## config.mk

```make
export PLATFORM = sky130hd
export DESIGN_NAME = register_file
export DESIGN_NICKNAME = d
export VERILOG_FILES = /design/src/rtl/regfile_pkg.sv /design/src/rtl/rf_read_port.sv /design/src/rtl/register_file.sv
export SDC_FILE = /design/constraint.sdc
export NUM_CORES = 2
export LEC_CHECK = 0
export BUFFER_PORTS_ARGS = -buffer_cell sky130_fd_sc_hd__buf_2
export CAP_MARGIN = 5
export CORE_MARGIN = 8
export CORE_UTILIZATION = 58
export DETAILED_ROUTE_END_ITERATION = 8
export PLACE_DENSITY = 0.75
export SYNTH_ARGS = -nofsm -noshare
export SYNTH_HDL_FRONTEND = slang
export SYNTH_SLANG_ARGS = --single-unit
```

## constraint.sdc

```tcl
create_clock -name Clk -period 2.1 [get_ports Clk]
set_clock_uncertainty 0.2 [all_clocks]
set_input_delay 0 -clock Clk [delete_from_list [all_inputs] [get_ports Clk]]
set_output_delay 0 -clock Clk [all_outputs]
set_load 0.005 [all_outputs]
```

## src/rtl/regfile_pkg.sv

```systemverilog
// Shared widths, types and helpers for the MIPS general-purpose register file.
// Purely declarative: no logic, no latency.
// No flow control lives here.
package regfile_pkg;

  localparam int DATA_W   = 32;
  localparam int NUM_REGS = 32;
  localparam int ADDR_W   = $clog2(NUM_REGS);

  typedef logic [ADDR_W-1:0] reg_addr_t;
  typedef logic [DATA_W-1:0] reg_data_t;

  // Register $zero is architecturally constant; every path that touches an
  // address asks this one question.
  function automatic logic is_zero_reg(input reg_addr_t addr);
    return (addr == '0);
  endfunction

endpackage

```

## src/rtl/rf_read_port.sv

```systemverilog
// One asynchronous read port: address decode, $zero force, optional forwarding.
// Latency: zero cycles, purely combinational from address, array and write bus.
// Backpressure: none; the port always answers.
// Forwarding mux is present only when REGFILE_BYPASS_EN is defined.
module rf_read_port
  import regfile_pkg::*;
(
  input  logic [NUM_REGS-1:0][DATA_W-1:0] regs,
  input  reg_addr_t                       addr,
`ifdef REGFILE_BYPASS_EN
  input  logic                            fwd_vld,
  input  reg_addr_t                       fwd_addr,
  input  reg_data_t                       fwd_dat,
`endif
  output reg_data_t                       data
);

  reg_data_t array_dat;

  // Plain array lookup; entry 0 is masked so pre-reset contents never leak.
  always_comb begin
    array_dat = regs[addr];
    if (is_zero_reg(addr)) begin
      array_dat = '0;
    end
  end

`ifdef REGFILE_BYPASS_EN
  // Forward the in-flight write-back value so decode sees it this cycle.
  // fwd_vld is already qualified against reset and $zero by the top level,
  // but the zero check is repeated so $zero can never be overridden.
  always_comb begin
    data = array_dat;
    if (fwd_vld && (fwd_addr == addr) && !is_zero_reg(addr)) begin
      data = fwd_dat;
    end
  end
`else
  // Without forwarding the port shows the pre-edge array contents.
  always_comb begin
    data = array_dat;
  end
`endif

endmodule

```

## src/rtl/register_file.sv

```systemverilog
// 32 x 32-bit MIPS register file: 2 async read ports, 1 sync write port, $zero hardwired.
// Latency: reads 0 cycles; writes visible the cycle after the edge (same cycle with REGFILE_BYPASS_EN).
// Backpressure: none; Write is a bare strobe already gated by the conditional-move logic.
module register_file
  import regfile_pkg::*;
(
  input  logic              Clk,
  input  logic              Reset,
  input  logic [ADDR_W-1:0] ReadRegister1,
  input  logic [ADDR_W-1:0] ReadRegister2,
  input  logic [ADDR_W-1:0] WriteRegister,
  input  logic [DATA_W-1:0] WriteData,
  input  logic              Write,
  output logic [DATA_W-1:0] ReadData1,
  output logic [DATA_W-1:0] ReadData2
);

  logic [NUM_REGS-1:0][DATA_W-1:0] regs;
  logic                            wr_commit;

  // A write lands only when strobed, outside reset, and not aimed at $zero.
  // A suppressed MOVZ/MOVN arrives here as Write=0 and therefore touches nothing.
  always_comb begin
    wr_commit = Write && !Reset && !is_zero_reg(WriteRegister);
  end

  // Storage update: reset clears every entry and wins over a coincident write.
  always_ff @(posedge Clk) begin
    if (Reset) begin
      regs <= '0;
    end else if (wr_commit) begin
      regs[WriteRegister] <= WriteData;
    end
  end

  rf_read_port u_port1 (
    .regs     (regs),
    .addr     (ReadRegister1),
`ifdef REGFILE_BYPASS_EN
    .fwd_vld  (wr_commit),
    .fwd_addr (WriteRegister),
    .fwd_dat  (WriteData),
`endif
    .data     (ReadData1)
  );

  rf_read_port u_port2 (
    .regs     (regs),
    .addr     (ReadRegister2),
`ifdef REGFILE_BYPASS_EN
    .fwd_vld  (wr_commit),
    .fwd_addr (WriteRegister),
    .fwd_dat  (WriteData),
`endif
    .data     (ReadData2)
  );

endmodule

```

==> impl_metrics.py <==
metrics = {
    "place": {
        "port_buffers": 113,
        "dp_hpwl_mm": 123.2,
        "place.gp.congestion": 0.9732,
        "placedCellCount": 6904,
    },
    "synth": {
        "netlist-cell-type-count": 46,
        "synthSimpleGateAreaFrac_pct": 16.79,
        "synth_top_area_share_pct": 39.70,
        "syn-num-nets": 5894,
        "synth_area_leaders": "dfxtp_1 (40%), mux4_2 (20%), nand2_1 (15%), a21oi_1 (9.6%), mux2i_1 (3.7%)",
        "syn_inst": 5844,
        "synth_top_flop_cell": "dfxtp_1",
        "async_flop_share_pct": 0,
        "netlist_area_sq_um": 51640,
        "synth-seq-cells": 1024,
        "synth_top_area_cell": "dfxtp_1",
        "synth_top_family_by_area": "multiplexers",
        "yosys_warnings": 0,
        "synth_area_per_cell_sq_um": 8.836,
        "yosys.area_share.xor_xnor_pct": 0,
        "synthAdderAreaFrac_pct": 0,
        "synth_compound_area_share_pct": 14.37,
        "seq_area_frac_synth_pct": 39.70,
        "synth_edf_count": 0,
        "yosysMostFrequentCell": "nand2_1",
        "ys_top_cells_by_count": "nand2_1 (2040), dfxtp_1 (1024), a21oi_1 (992)",
        "muxShareOfSynthArea_pct": 23.96,
    },
    "layout": {
        "top_regs": "regs (1024)",
        "final_cells": 7130,
        "largest_reg_flops": 1024,
        "fin_nets": 5930,
        "regMostFlops": "regs",
        "fin_util_pct": 70.39,
        "area_growth_pct": 20.47,
        "drive_above_1_share_pct": 26.47,
        "fillCellCount": 6123,
    },
    "routing": {
        "vias_per_cell": 7.081,
        "ant_nets": 0,
        "drc": 0,
        "vias": 50490,
        "wl_per_cell_um": 28.80,
        "drt-total-wl_mm": 205.3,
        "drtIter0Drc": 9071,
        "drt_pass1_iterations": 9,
    },
    "die": {
        "core.rowCount": 109,
        "die_height_um": 314.4,
        "die_area_sq_um": 98830,
        "core_sq_um": 88370,
        "ios": 114,
        "fp.dieW_um": 314.4,
        "start_util_pct": 58.43,
    },
    "critical_path": {
        "startpoint": "regs[113]$_SDFFE_PP0P_",
        "crit_cells": 6,
        "crit_buf_inv": 2,
        "worst_r2r_path_depth": 3,
        "cp-start-kind": "flip-flop",
        "regToRegSetupSlack_ps": 1070,
        "criticalPathCategory": "reg -> out",
        "critPathTopFamily": "multiplexers",
        "critical-path-slowest-cell": "mux4_2",
        "endpoint": "ReadData1[17]",
        "r2r_end": "regs[345]$_SDFFE_PP0P_",
        "cp_slowest_stage_delay_ps": 500,
        "r2r-start": "regs[345]$_SDFFE_PP0P_",
        "critPathCaptureType": "output port",
        "crit_chain": "mux4_2 > mux2i_4 > a221o_1 > a31oi_1 > buf_4 > buf_6",
        "arrival_ps": 2460,
        "crit_fanout": 2,
        "required_ps": 1900,
    },
    "timing": {
        "worst_slack_ps": -559.7,
        "final.setup.tns_ps": -25060,
        "slew_headroom_pct": 18.48,
        "min_period_over_period_pct": 126.7,
        "period_needed_ps": 2660,
        "finalSetupViolations": 64,
        "rsz0062_at_grt": "true",
        "slew_viol_final": 0,
        "fmax_mhz": 376.0,
        "tightest_slew_ps": 1220,
        "hold_violations": 0,
    },
    "global_route": {
        "grt_overflow": 0,
        "grt_use_total_pct": 39.85,
        "grt_pass1_wl_mm": 301.9,
        "grt_pass1_vias": 48420,
        "grt_max_degree": 152,
        "antenna_found_initial": 7,
    },
    "clocking": {
        "cts_max_path_buffers": 3,
        "cts_num_sinks": 1024,
        "cts_buffers": 104,
        "cts_max_level": 3,
        "cts_root_buffer": "clkbuf_16",
        "cts_tree": "done",
        "clkTransAtPathRegs_ps": 70,
        "insertion_delay_ps": 680,
    },
    "pwr": {
        "p_leak_nw": 20.49,
        "peakVddDrop_v": 0.0007199,
        "power.density_nw_per_um2": 713.3,
        "power.total_mw": 44.37,
    },
    "run_status": {
        "status": "finished with violations",
        "violations": "setup timing",
    },
    "run": {
        "max_cap_viol_count": 0,
    },
    "worst_hold_path": {
        "hp-class": "in -> reg",
    },
}
worst min-delay path by stage:
stage	from	depth (start not counted)	endpoint	slack [ps]
after floorplan	WriteData[8]	2	regs[1000]$_SDFFE_PP0P_	-60
after global placement	regs[114]$_SDFFE_PP0P_	2	regs[114]$_SDFFE_PP0P_	250
after detailed placement	regs[114]$_SDFFE_PP0P_	2	regs[114]$_SDFFE_PP0P_	260
after CTS	WriteRegister[4]	7	regs[158]$_SDFFE_PP0P_	10
after global routing	WriteRegister[4]	7	regs[181]$_SDFFE_PP0P_	50
final	WriteRegister[4]	7	regs[189]$_SDFFE_PP0P_	40
cell usage in the layout (no fill, tap or decap), types with 9 or more instances in the layout:
cell	instances
a311oi_2	13
nor2b_4	14
nand3_2	9
o21ai_1	16
a211oi_2	23
mux2_4	25
buf_4	262
nand2_1	2029
a221oi_2	9
clkbuf_8	25
clkinv_2	12
dlygate4sd3_1	36
clkbuf_16	107
buf_12	135
o2111ai_1	13
o21ai_4	22
o21ai_0	27
mux4_2	448
dfxtp_2	147
mux2i_1	144
a221oi_1	34
nor3_4	10
nor2b_1	54
a21oi_1	992
a311oi_4	15
dfxtp_1	877
nand2_2	11
or3_2	10
a22oi_2	10
a221o_1	31
o21ai_2	10
bufinv_16	17
a22oi_1	54
buf_6	16
buf_2	103
a31oi_1	30
mux2i_4	43
clkbuf_1	14
worst register-to-register path, delay by kind of cell (launching register included):
| family | cells | cell delay (ps) |
|---|---|---|
| and+or+nand+nor | 1 | 50 |
| DFF | 1 | 360 |
| AOI/OAI and AO/OA | 1 | 220 |
| buffers and inverters | 1 | 110 |
per-stage QoR:
stage | hold WS [ps] | instance area [sq um] | setup WS [ps]
final | 36.01 | 62200 | -559.7
after global routing | 46.35 | 62190 | -553.0
after CTS | 13.95 | 61610 | -466.9
after detailed placement | 257.0 | 56090 | -248.6
after global placement | 249.3 | 56090 | -256.0
after floorplan | -64.03 | 51640 | 302.5
cell type report:
type	instances	area, sq um	share of cell area [%]
multi-input cells	4190	30510	49.05
diodes	7	17.52	0.02816
flip-flops and latches	1024	20680	33.25
well taps	1165	1458	2.343
inverters	3	15.01	0.02414
repair buffers	557	5801	9.325
clock inverters	38	645.6	1.038
clock buffers	146	3074	4.942
layer usage:
metal / GRT usage, % / vias to the layer above / wire length (um)
met2: 57.98 / 4760 / 88410
met3: 15.97 / 1153 / 35110
li1: - / 20520 / -
met1: 48.71 / 24060 / 67510
met5: 0 / - / 0
met4: 26.30 / 0 / 14320
where the power goes:
| part | internal [mW] | switching, mW |
|---|---|---|
| registers | 19.5 | 0.0625 |
| clock network | 12.2 | 8.26 |
| logic | 1.58 | 2.74 |
| total | 33.3 | 11.1 |
cells by family (layout without fill, tap and decap cells):
kind of cell           Yosys count  in the layout
other                            0              7
flip-flops                    1024           1024
multiplexers                   672            672
AO/OA/AOI/OAI                 1323           1323
buffers and inverters          630            744
AND/OR/NAND/NOR               2195           2195
what timing repair did:
action / CTS / global route
gates resized for setup: 366 / 148
hold buffers: 36 / 0
pin swaps: 59 / 42
endpoints found under the setup margin: 64 / 64
endpoints found under the hold margin: 1006 / 0
buffers inserted: 11 / 1
No activity file was read; power rests on OpenSTA's default activity.
